[src/rtl/fp_divide_iterative.sv]
// fp_divide_iterative: single-precision IEEE-754 divider, out = in1 / in2.
// Restoring division, one quotient bit per clock, one operation in flight.
//
// Ports
//   clk, rst_n         clock, asynchronous active-low reset
//   valid_data_in      operands present; accepted when ready is also high
//   ready              idle, an operation can be accepted
//   in1, in2           dividend, divisor (binary32)
//   rounding_mode      fp_pkg encoding, latched at accept
//   out                result, held until the next result
//   valid_data_out     one-cycle strobe marking a new out/flags
//   overflow, underflow, inexact, invalid_operation, divide_by_zero
//                      exception flags, replaced on every strobe
//
// Latency from the accepting edge: special operands 1 cycle,
// normal operands 29 cycles (27 DIVIDE + ROUND + DONE).

package fp_pkg;
  typedef enum logic [2:0] {
    RNE = 3'd0,
    RTZ = 3'd1,
    RDN = 3'd2,
    RUP = 3'd3,
    RMM = 3'd4
  } rnd_mode_e;
endpackage

module fp_divide_iterative
  import fp_pkg::*;
(
  input  logic        clk,
  input  logic        rst_n,
  input  logic        valid_data_in,
  output logic        ready,
  input  logic [31:0] in1,
  input  logic [31:0] in2,
  input  logic [2:0]  rounding_mode,
  output logic [31:0] out,
  output logic        valid_data_out,
  output logic        overflow,
  output logic        underflow,
  output logic        inexact,
  output logic        invalid_operation,
  output logic        divide_by_zero
);

  typedef enum logic [1:0] {IDLE, DIVIDE, ROUND, DONE} state_e;

  state_e             state_q;
  logic [4:0]         cnt_q;
  logic [24:0]        r_q;
  logic [23:0]        b_q;
  logic [26:0]        q_q;
  logic signed [9:0]  exp_q;
  logic               sign_q;
  logic [2:0]         rm_q;

  // ---------------------------------------------------------------------
  // Operand classification (denormals flushed to signed zero).
  // ---------------------------------------------------------------------
  logic [7:0]  e1, e2;
  logic [22:0] m1, m2;
  logic        sgn, zero1, zero2, inf1, inf2, qnan1, qnan2, snan1, snan2;
  logic        special;
  logic [31:0] spec_res;
  logic        spec_inv, spec_dz;

  // NOTE: every always_comb output gets a default first, so no path can
  // leave it unassigned and infer a latch.
  always_comb begin
    e1       = in1[30:23];
    e2       = in2[30:23];
    m1       = (e1 == 8'd0) ? 23'd0 : in1[22:0];
    m2       = (e2 == 8'd0) ? 23'd0 : in2[22:0];
    sgn      = in1[31] ^ in2[31];
    zero1    = (e1 == 8'd0);
    zero2    = (e2 == 8'd0);
    inf1     = (e1 == 8'hFF) && (m1 == 23'd0);
    inf2     = (e2 == 8'hFF) && (m2 == 23'd0);
    qnan1    = (e1 == 8'hFF) && m1[22];
    qnan2    = (e2 == 8'hFF) && m2[22];
    snan1    = (e1 == 8'hFF) && !m1[22] && (m1 != 23'd0);
    snan2    = (e2 == 8'hFF) && !m2[22] && (m2 != 23'd0);
    special  = 1'b1;
    spec_res = 32'd0;
    spec_inv = 1'b0;
    spec_dz  = 1'b0;
    if (qnan1)                                   spec_res = in1;
    else if (qnan2)                              spec_res = in2;
    else if (snan1) begin spec_res = in1 | 32'h0040_0000; spec_inv = 1'b1; end
    else if (snan2) begin spec_res = in2 | 32'h0040_0000; spec_inv = 1'b1; end
    else if ((zero1 && zero2) || (inf1 && inf2)) begin
      spec_res = 32'h7FC0_0000;
      spec_inv = 1'b1;
    end
    else if (inf1)                               spec_res = {sgn, 8'hFF, 23'd0};
    else if (zero2) begin spec_res = {sgn, 8'hFF, 23'd0}; spec_dz = 1'b1; end
    else if (inf2 || zero1)                      spec_res = {sgn, 31'd0};
    else                                         special  = 1'b0;
  end

  // ---------------------------------------------------------------------
  // One restoring-division step.
  // ---------------------------------------------------------------------
  logic        r_ge;
  logic [24:0] r_sub, r_next;

  always_comb begin
    r_ge   = (r_q >= {1'b0, b_q});
    r_sub  = r_ge ? (r_q - {1'b0, b_q}) : r_q;
    // r_sub < B < 2^24, so the shift never loses a set bit.
    r_next = r_sub << 1;
  end

  // ---------------------------------------------------------------------
  // Normalize, round, range-check.
  // ---------------------------------------------------------------------
  logic [22:0]       mant, mant_r;
  logic              g, rd, s, rup, carry;
  logic signed [9:0] exp_n, exp_r;
  logic              ovf, unf, inx;
  logic [31:0]       rnd_res;

  always_comb begin
    if (q_q[26]) begin
      mant  = q_q[25:3];
      g     = q_q[2];
      rd    = q_q[1];
      s     = q_q[0] | (r_q != 25'd0);
      exp_n = exp_q;
    end else begin
      mant  = q_q[24:2];
      g     = q_q[1];
      rd    = q_q[0];
      s     = (r_q != 25'd0);
      exp_n = exp_q - 10'sd1;
    end
    case (rm_q)
      RNE:     rup = g & (rd | s | mant[0]);
      RDN:     rup = sign_q & (g | rd | s);
      RUP:     rup = ~sign_q & (g | rd | s);
      RMM:     rup = g;
      default: rup = 1'b0;
    endcase
    {carry, mant_r} = {1'b0, mant} + {23'd0, rup};
    exp_r = exp_n + (carry ? 10'sd1 : 10'sd0);
    inx   = g | rd | s;
    ovf   = (exp_r >= 10'sd255);
    unf   = !ovf && (exp_r <= 10'sd0);
    if (ovf) begin
      case (rm_q)
        RNE, RMM: rnd_res = {sign_q, 8'hFF, 23'd0};
        RDN:      rnd_res = sign_q ? 32'hFF80_0000 : 32'h7F7F_FFFF;
        RUP:      rnd_res = sign_q ? 32'hFF7F_FFFF : 32'h7F80_0000;
        default:  rnd_res = {sign_q, 31'h7F7F_FFFF};
      endcase
    end else if (unf) begin
      rnd_res = {sign_q, 31'd0};
    end else begin
      rnd_res = {sign_q, exp_r[7:0], mant_r};
    end
  end

  // ---------------------------------------------------------------------
  // Control FSM with registered outputs.
  // ---------------------------------------------------------------------
  // NOTE: sequential state uses non-blocking assignments only, so every
  // register samples pre-edge values regardless of statement order.
  always_ff @(posedge clk or negedge rst_n) begin
    if (!rst_n) begin
      state_q           <= IDLE;
      ready             <= 1'b1;
      valid_data_out    <= 1'b0;
      out               <= 32'd0;
      overflow          <= 1'b0;
      underflow         <= 1'b0;
      inexact           <= 1'b0;
      invalid_operation <= 1'b0;
      divide_by_zero    <= 1'b0;
      cnt_q             <= 5'd0;
      r_q               <= 25'd0;
      b_q               <= 24'd0;
      q_q               <= 27'd0;
      exp_q             <= 10'sd0;
      sign_q            <= 1'b0;
      rm_q              <= 3'd0;
    end else begin
      valid_data_out <= 1'b0;
      case (state_q)
        IDLE: begin
          if (valid_data_in) begin
            ready  <= 1'b0;
            rm_q   <= rounding_mode;
            sign_q <= sgn;
            b_q    <= {1'b1, m2};
            r_q    <= {2'b01, m1};
            q_q    <= 27'd0;
            cnt_q  <= 5'd0;
            exp_q  <= $signed({2'b00, e1}) - $signed({2'b00, e2}) + 10'sd127;
            if (special) begin
              state_q           <= DONE;
              valid_data_out    <= 1'b1;
              out               <= spec_res;
              overflow          <= 1'b0;
              underflow         <= 1'b0;
              inexact           <= 1'b0;
              invalid_operation <= spec_inv;
              divide_by_zero    <= spec_dz;
            end else begin
              state_q <= DIVIDE;
            end
          end
        end
        DIVIDE: begin
          r_q   <= r_next;
          q_q   <= {q_q[25:0], r_ge};
          cnt_q <= cnt_q + 5'd1;
          if (cnt_q == 5'd26) state_q <= ROUND;
        end
        ROUND: begin
          state_q           <= DONE;
          valid_data_out    <= 1'b1;
          out               <= rnd_res;
          overflow          <= ovf;
          underflow         <= unf;
          inexact           <= inx | ovf | unf;
          invalid_operation <= 1'b0;
          divide_by_zero    <= 1'b0;
        end
        default: begin  // DONE
          state_q <= IDLE;
          ready   <= 1'b1;
        end
      endcase
    end
  end

endmodule
[config.mk]
export PLATFORM = sky130hd
export DESIGN_NAME = fp_divide_iterative
export DESIGN_NICKNAME = d
export VERILOG_FILES = /design/src/rtl/fp_divide_iterative.sv
export SDC_FILE = /design/constraint.sdc
export NUM_CORES = 1
export LEC_CHECK = 0
export CAP_MARGIN = 30
export CORE_AREA = 2 2 164 166
export DETAILED_ROUTE_END_ITERATION = 8
export DIE_AREA = 0 0 166 168
export DONT_BUFFER_PORTS = 1
export HOLD_SLACK_MARGIN = 0.02
export PLACE_DENSITY = 0.5
export SETUP_SLACK_MARGIN = 0.1
export SLEW_MARGIN = 25
export SYNTH_ARGS = -nofsm -noshare
export SYNTH_HDL_FRONTEND = slang
export SYNTH_SLANG_ARGS = --single-unit
[constraint.sdc]
create_clock -name clk -period 14.7 [get_ports clk]
set_input_delay 1.47 -clock clk [delete_from_list [all_inputs] [get_ports clk]]
set_output_delay 1.47 -clock clk [all_outputs]
set_load 0.02 [all_outputs]
==> impl_results.md, run 1 <==
- Comb pwr share: between 50% and 60%
- Hpwl dp: around 24000 µm
- Worst Clk Skew: between 0.01 and 0.015 ns
- Routability cong.: roughly 0.87
- Layout cells sized above 1: 8.93%
- Synth area leader: dfrtp_1
- Sequential share of power: between 20% and 30%
- Most used cell, CP: ha_1
- Final Critical Period: between 5 and 6 ns
- Final Cycle Share: between 30% and 40%
- Detailed Route Iter0 Violations: around 760
- WL/cell: around 22 µm
- RSZ-0062 raised after global routing: no
- Port bufs: 0
- Layout area overhead: 8.61%
- Seq/Total Area, Yosys: around 33%
- Ys Warns: 0
- Synth top area cells: dfrtp_1 33%, nand2_1 6.4%, ha_1 5.5%
- Clk slew on worst S/H paths: approximately 0.060 ns
- HP Start: b_q[23]
- Kind of start point of the critical path: flop
- Antenna-violating nets left: 0
- Number of setup violations in the final report: 0
- Final Net Count: around 1.3k
- Vias in the first global route: roughly 9k
- Share of the synthesized area in the top cell type: between 30% and 40%
- Hold_buf cts: 0
- Main flop type after synthesis: dfrtp_1
- Crit-path max cell delay: 0.62 ns
- I/O Pins: between 100 and 150
- Die Wd: around 170 µm
- Post-route cell area: 11200 µm²
- Worst VDD drop: about 98 µV
- Rel. slew slack: between 30% and 40%
- Internal Pwr Total: around 1.3 mW
- H-tree lvl count: 4
- Switching share of power: 47.2%
- Critical path fanouts, max: 22
- Clock network fraction of total power: around 18%
- Syn_nets: between 1k and 1.5k
- Crit. End Element: flop
- Initial antenna violation count: 0
- Min-Delay Path Class: flop to flop
- First drt pass iteration count: 6
- CTS tree: done
- Post-cts gate resize count: 0
- DR vias/cell: approximately 5.9
- Net Sw Power: 1.19 mW
- Initial core utilization: between 30 and 40%
- Max Fclk: around 170 MHz
- Die footprint: approximately 28000 µm²
- Post-CTS Setup Bufs: 0
- Syn Inst Count: about 1.2k
- Synth Register Bits: roughly 140
- Core box area: between 20000 and 30000 µm²
- Max Cap Viol: 0
- # diodes: 0
- Unique masters post-synth: between 80 and 90
- Die height: 168 µm
- Final slew viol count: 0
- Tot Pwr: ~2.5 mW
- Filler cells: about 2.6k
- Required @ worst endpoint: 15.01 ns
- CP max-delay cell: a211o_2
- Clock sinks: between 100 and 150
- Critical path arrival: about 6.1 ns
- CTS Buf Count: 17
- GRT Util Overall: approximately a quarter
- First-pass GRT wire length: approximately 52000 µm
- Mapped Avg Cell Area: 8.43 µm²
- Row count: 60
- Largest net degree at the start of global routing: ~140
- Pwr per Cell Area: 225 nW/µm²
- Clock Latency Late Sink: about 0.43 ns
- Final core occ: between 40% and 50%
- GRT overflow: 0
- Post-Route WL: 33200 µm
- Crit path from: rm_q[1]
- R2r startpoint: rm_q[1]
- Hold WS: approximately 0.46 ns
- CTS max path bufs: 2
- Mapped Area: between 10000 and 15000 µm²
- Final Hold Vio Count: 0
- Worst slew pin tran: 0.897 ns
- Via count: around 9.1k
- DR DRC count: 0
- Worst path cell trace: nor2b_1 -> nand2_1 -> inv_1 -> ha_1 -> nand2_1 -> o21a_1 -> a21oi_1 -> ha_1 -> nand3_1 -> a2111oi_0 -> buf_4 -> and4_1 -> nand3_1 -> nor3b_1 -> ha_1 -> or3b_4 -> and2_4 -> nor3_4 -> mux2i_2 -> xor2_2 -> a211o_2 -> a221o_1
- Status: completed
- Ys async rst share: 100%
- Leakage: 4.37 nW
- Final setup TNS: 0 ns
- Post-synth EDFFs: 0
- Placement Cell Area: around 11000 µm²
- Root Driver: clkbuf_16
- Crit Path Class: flop to flop
-- placed cells by master, fill, tap and decap left out, types with 5 or more instances in the layout --
cell type	instances
and2_1	8
o211ai_1	9
nor2b_1	9
o31ai_1	8
or4_1	7
a21o_1	10
nand2b_1	6
dfrtp_1	134
a211oi_1	13
or3_1	9
nand2_1	177
xor2_1	30
clkbuf_16	17
mux2_2	5
nor4_1	23
xnor2_1	42
nand4_1	25
a31oi_1	14
a21oi_1	49
o221ai_1	20
buf_4	17
nor3_1	22
a22o_1	23
o21a_1	11
o22ai_2	19
nor2_1	72
nand3_1	29
o22ai_1	49
mux2i_1	34
inv_1	58
o21ai_0	82
clkbuf_8	5
a22oi_1	13
ha_1	45
-- state kept, by name (all words and copies together), names as in the netlist, 2 cells and up --
signal   flops
rm_q         3
out         32
cnt_q        5
r_q         25
state_q      2
q_q         27
exp_q       10
b_q         24
-- cell families (layout without fill, tap and decap cells) --
family / after synthesis / count (layout) / share of synthesized area [%]
XOR/XNOR: 75 / 75 / 6.59
adder cells (fa/ha/maj): 47 / 47 / 5.85
flip-flops: 136 / 136 / 33.0
AND/OR/NAND/NOR: 419 / 419 / 19.6
buffers and inverters: 131 / 107 / 5.26
AO/OA/AOI/OAI: 374 / 374 / 25.6
multiplexers: 40 / 40 / 3.98
-- synthesized netlist by cell type (4+ instances only) --
library cell	n
a211oi_1	13
a21boi_0	5
a21o_1	10
a21oi_1	50
a22o_1	23
a22oi_1	13
a31oi_1	14
and2_1	8
buf_1	6
buf_6	6
clkbuf_1	57
dfrtp_1	135
ha_1	45
inv_1	58
mux2_2	5
mux2i_1	34
nand2_1	177
nand2b_1	6
nand3_1	29
nand4_1	25
nor2_1	75
nor2b_1	9
nor3_1	23
nor3b_1	4
nor4_1	23
o211ai_1	9
o21a_1	11
o21ai_0	83
o221ai_1	20
o22ai_1	49
o22ai_2	19
o311a_1	4
o31ai_1	8
o41ai_1	4
or3_1	9
or4_1	7
xnor2_1	42
xor2_1	30
-- power groups by stage --
| stage | combinational (mW) | clock, mW | sequential [mW] |
|---|---|---|---|
| 5_1_grt | 1.49 | 0.469 | 0.748 |
| 6_report | 1.35 | 0.444 | 0.726 |
| 4_1_cts | 1.34 | 0.453 | 0.728 |
| 3_3_place_gp | 1.34 | 0 | 0.731 |
| 3_5_place_dp | 1.34 | 0 | 0.733 |
| 2_1_floorplan | 1.07 | 0 | 0.674 |
-- cell type report --
class / count / area (µm²) / share of cell area, %
tap: 341 / 427 / 3.81
clock buffer: 24 / 502 / 4.48
inverter: 58 / 218 / 1.95
clock inverter: 7 / 91.3 / 0.816
sequential: 136 / 3410 / 30.4
multi-input combinational: 955 / 6400 / 57.2
timing repair buffer: 18 / 143 / 1.27
-- final timing paths --
path / to / slack (ns) / cells past startpoint
hold reg to reg: b_q[23] / 0.46 / 2
max in group asynchronous: out[7] / 13.64 / 0
min in group asynchronous: exp_q[0] / 0.73 / 0
setup / recovery: inexact / 8.95 / 22
hold / removal: b_q[23] / 0.46 / 2
setup reg to reg: inexact / 8.95 / 22
-- layer usage --
layer | up-vias | share of wire, % | global-route usage, %
li1 | 4440 | - | -
met1 | 4409 | 46 | 32.1
met2 | 235 | 45 | 37.5
met3 | 36 | 6.3 | 5.59
met4 | 0 | 2.3 | 7.49
met5 | - | 0 | 0
-- stage by stage --
stage / worst slack [ns] / std cells
floorplan: 8.77 / 1222
global placement: 8.91 / 1507
detailed placement: 8.89 / 1507
CTS: 8.83 / 1538
global route: 8.52 / 1539
finish: 8.95 / 1539
-- critical path: cells and delay by family, from the launching register on --
kind	cells	cell delay (ns)
compound gates	5	1.72
buf+inv	2	0.26
fa+ha+maj	3	0.71
mux	1	0.36
xor+xnor	1	0.22
flops	1	0.40
simple gates	10	1.95
Note: power is estimated with default switching activity, not from simulation.
==> run 2: changes to the inputs <==
PLACE_DENSITY = 0.52   (was 0.5)
clock period = 5.1 ns   (was 14.7 ns; I/O delays follow)
==> run 2 against run 1 <==
Net effect:
- the run now ends with negative hold slack left
- setup slack lost 8.7 ns
- core utilization increased by 1.9 points
- combinational power grew to 3.1 times the previous value
- worst hold slack got worse by 0.47 ns
- sequential power grew to 2.9 times the previous value
- cell area grew 4.5%
- clock power grew to 3.1 times the previous value
- count of clock-buffer cells in the layout fell by 5
- critical endpoint is now out[21]
==> impl_results.md, run 2 (synthesis results as in run 1) <==
- Status: finished with violations (was completed)
- Failing checks: negative hold slack
- Clock sinks: 136 (unchanged)
- Most frequent cells in the layout: 175 x nand2_1, 134 x dfrtp_1, 82 x o21ai_0 (was 177 x nand2_1, 134 x dfrtp_1, 82 x o21ai_0)
- Critical path arrival: 5.18 ns (was 6.06 ns)
- Crit-path max cell delay: 0.46 ns (was 0.62 ns)
- Die height: 168 µm (unchanged)
- Routability cong.: 0.887 (was 0.867)
- Root Driver: clkbuf_16 (unchanged)
- Max FFs per register: 32 (unchanged)
- Rel. slew slack: 40.4% (was 39.4%)
- Critical path fanouts, max: 6 (was 22)
- Sequential share of power: 27.4% (was 28.8%)
- Top flop regs: out: 32 flops, q_q: 27 flops, r_q: 25 flops (unchanged)
- WL/cell: 21.7 µm (was 21.5 µm)
- Die Wd: 166 µm (unchanged)
- DR DRC count: 0 (unchanged)
- Crit. End Element: flop (unchanged)
- Worst VDD drop: 286 µV (was 97.5 µV)
- Comb pwr share: 54.4% (was 53.5%)
- Row count: 60 (unchanged)
- Net Sw Power: 3.53 mW (was 1.19 mW)
- First-pass GRT wire length: 52400 µm (was 51700 µm)
- Tot Pwr: 7.63 mW (was 2.52 mW)
- Kind of start point of the critical path: flop (unchanged)
- Number of setup violations in the final report: 0 (unchanged)
- Most common cell after layout, fill and taps aside: nand2_1 (unchanged)
- Worst Clk Skew: 0.0121 ns (was 0.0115 ns)
- Final slew viol count: 0 (unchanged)
- Vias in the first global route: 8913 (was 8817)
- Detailed Route Iter0 Violations: 867 (was 757)
- First drt pass iteration count: 5 (was 6)
- CTS max path bufs: 2 (unchanged)
- # diodes: 0 (unchanged)
- Hold WS: -0.0125 ns (was 0.456 ns)
- Max Fclk: 207 MHz (was 174 MHz)
- Port bufs: 0 (unchanged)
- Filler cells: 2597 (was 2624)
- Pwr per Cell Area: 652 nW/µm² (was 225 nW/µm²)
- Hpwl dp: 24500 µm (was 24200 µm)
- Clock Latency Late Sink: 0.43 ns (about the same)
- Initial core utilization: 39.1% (unchanged)
- H-tree lvl count: 4 (unchanged)
- Clock network fraction of total power: 18.2% (was 17.6%)
- Final Hold Vio Count: 4 (was 0)
- GRT overflow: 0 (unchanged)
- Register Area: 3410 µm² (unchanged)
- Antenna-violating nets left: 0 (unchanged)
- Via count: 9341 (was 9120)
- CP max-delay cell: or4_4 (was a211o_2)
- Required @ worst endpoint: 5.44 ns (was 15.01 ns)
- Worst path cell trace: nor2b_4 -> nand2_2 -> inv_2 -> ha_4 -> nand2_2 -> o21a_1 -> a21oi_2 -> ha_2 -> nand3_4 -> a2111oi_4 -> and4_4 -> nand3_4 -> nor3b_2 -> ha_2 -> or3b_4 -> and2_4 -> xnor2_2 -> or4_4 -> o21ai_4 -> a31oi_4 -> clkbuf_16 -> o22ai_2 (was nor2b_1 -> nand2_1 -> inv_1 -> ha_1 -> nand2_1 -> o21a_1 -> a21oi_1 -> ha_1 -> nand3_1 -> a2111oi_0 -> buf_4 -> and4_1 -> nand3_1 -> nor3b_1 -> ha_1 -> or3b_4 -> and2_4 -> nor3_4 -> mux2i_2 -> xor2_2 -> a211o_2 -> a221o_1)
- Layout cells sized above 1: 12.9% (was 8.93%)
- Die footprint: 27900 µm² (unchanged)
- Final core occ: 44.4% (was 42.5%)
- Post-Route WL: 34000 µm (was 33200 µm)
- Layout area overhead: 13.5% (was 8.61%)
- Clk slew on worst S/H paths: 0.07 ns (was 0.06 ns)
- Worst slew pin tran: 0.891 ns (was 0.897 ns)
- Final Critical Period: 4.84 ns (was 5.75 ns)
- Final Net Count: 1334 (was 1303)
- Multi-input logic area: 6550 µm² (was 6400 µm²)
- Core box area: 26400 µm² (unchanged)
- Largest Register: out (unchanged)
- Crit Path Class: flop to flop (unchanged)
- CTS Buf Count: 17 (unchanged)
- Leakage: 4.57 nW (was 4.37 nW)
- Placement Cell Area: 10800 µm² (was 10600 µm²)
- CTS tree: done (unchanged)
- Min-Delay Path Class: input pin to asynchronous set/reset pin (was flop to flop)
- Post-route cell area: 11700 µm² (was 11200 µm²)
- RSZ-0062 raised after global routing: yes (was no)
- GRT Util Overall: 23.9% (was 23.7%)
- Internal Pwr Total: 4.11 mW (was 1.33 mW)
- Switching share of power: 46.2% (was 47.2%)
- I/O Pins: 109 (unchanged)
- Initial antenna violation count: 0 (unchanged)
- Reg-to-reg setup timing slack: 0.26 ns (was 8.95 ns)
- Final Cycle Share: 94.9% (was 39.1%)
- DR vias/cell: 5.95 (was 5.93)
- Largest net degree at the start of global routing: 137 (unchanged)
- Max Cap Viol: 0 (unchanged)
==> run 2: changes by cell type in the layout (fill, tap and decap cells not counted), moves of 3 or more <==
cell and change:
buf_4 +24, bufinv_16 +3, clkbuf_8 -4, ha_1 -3
==> run 2: path summary, 6_finish.rpt <==
kind / from / end / depth (start not counted)
setup / recovery: rm_q[1] / out[21] / 22
hold / removal: rst_n / exp_q[3] / 1
setup reg to reg: rm_q[1] / out[21] / 22
hold reg to reg: b_q[23] / b_q[23] / 2
max in group asynchronous: rst_n / q_q[26] / 1
min in group clk: rounding_mode[0] / rm_q[0] / 2
==> run 2: repair_timing <==
| item | 4_1_cts | 5_1_grt |
|---|---|---|
| resized for setup | 3 | 22 |
| buffers inserted | 0 | 5 |
| setup endpoints to repair | 31 | 35 |
| hold buffers | 1 | 0 |
| endpoints found under the hold margin | 136 | 0 |
| cloned | 0 | 3 |
| pin swaps | 0 | 32 |
==> run 2: routing by layer <==
metal | vias to the layer above | global-route usage (%) | share of wire, %
met5 | - | 0 | 0
met4 | 0 | 6.47 | 1.8
met3 | 37 | 6.04 | 6.4
met2 | 249 | 38.8 | 47
met1 | 4561 | 31.9 | 44
li1 | 4494 | - | -
==> run 2: critical path, delay by kind of cell, from the launching register on <==
| family | cells | cell delay, ns |
|---|---|---|
| compound gates | 6 | 1.25 |
| xor+xnor | 1 | 0.14 |
| fa+ha+maj | 3 | 0.68 |
| buf+inv | 2 | 0.28 |
| flops | 1 | 0.38 |
| simple gates | 10 | 2.02 |
==> run 2: final cells by class <==
cell class	instances	share of cell area, %
Clock buffer	19	3.79
Tap cell	341	3.65
Clock inverter	12	1.69
Timing Repair Buffer	49	3.87
Inverter	58	1.86
Sequential cell	136	29.1
Multi-Input combinational cell	955	56.0
==> run 2: per-stage QoR <==
step,TNS [ns],instances,setup slack (ns)
3_5_place_dp,-0.0464,1529,-0.0157
5_1_grt,0,1570,0.0724
3_3_place_gp,0,1529,0.0295
6_report,0,1570,0.262
2_1_floorplan,0,1222,0.158
4_1_cts,0,1561,0.100
==> run 2: power groups by stage <==
stage                     Combinational (mW)  Sequential [mW]  Clock, mW
after floorplan                         3.09             1.94          0
after global placement                  3.94             2.11          0
after detailed placement                3.97             2.11          0
after CTS                               4.02             2.09       1.41
after global routing                    4.58             2.16       1.46
final                                   4.15             2.09       1.39
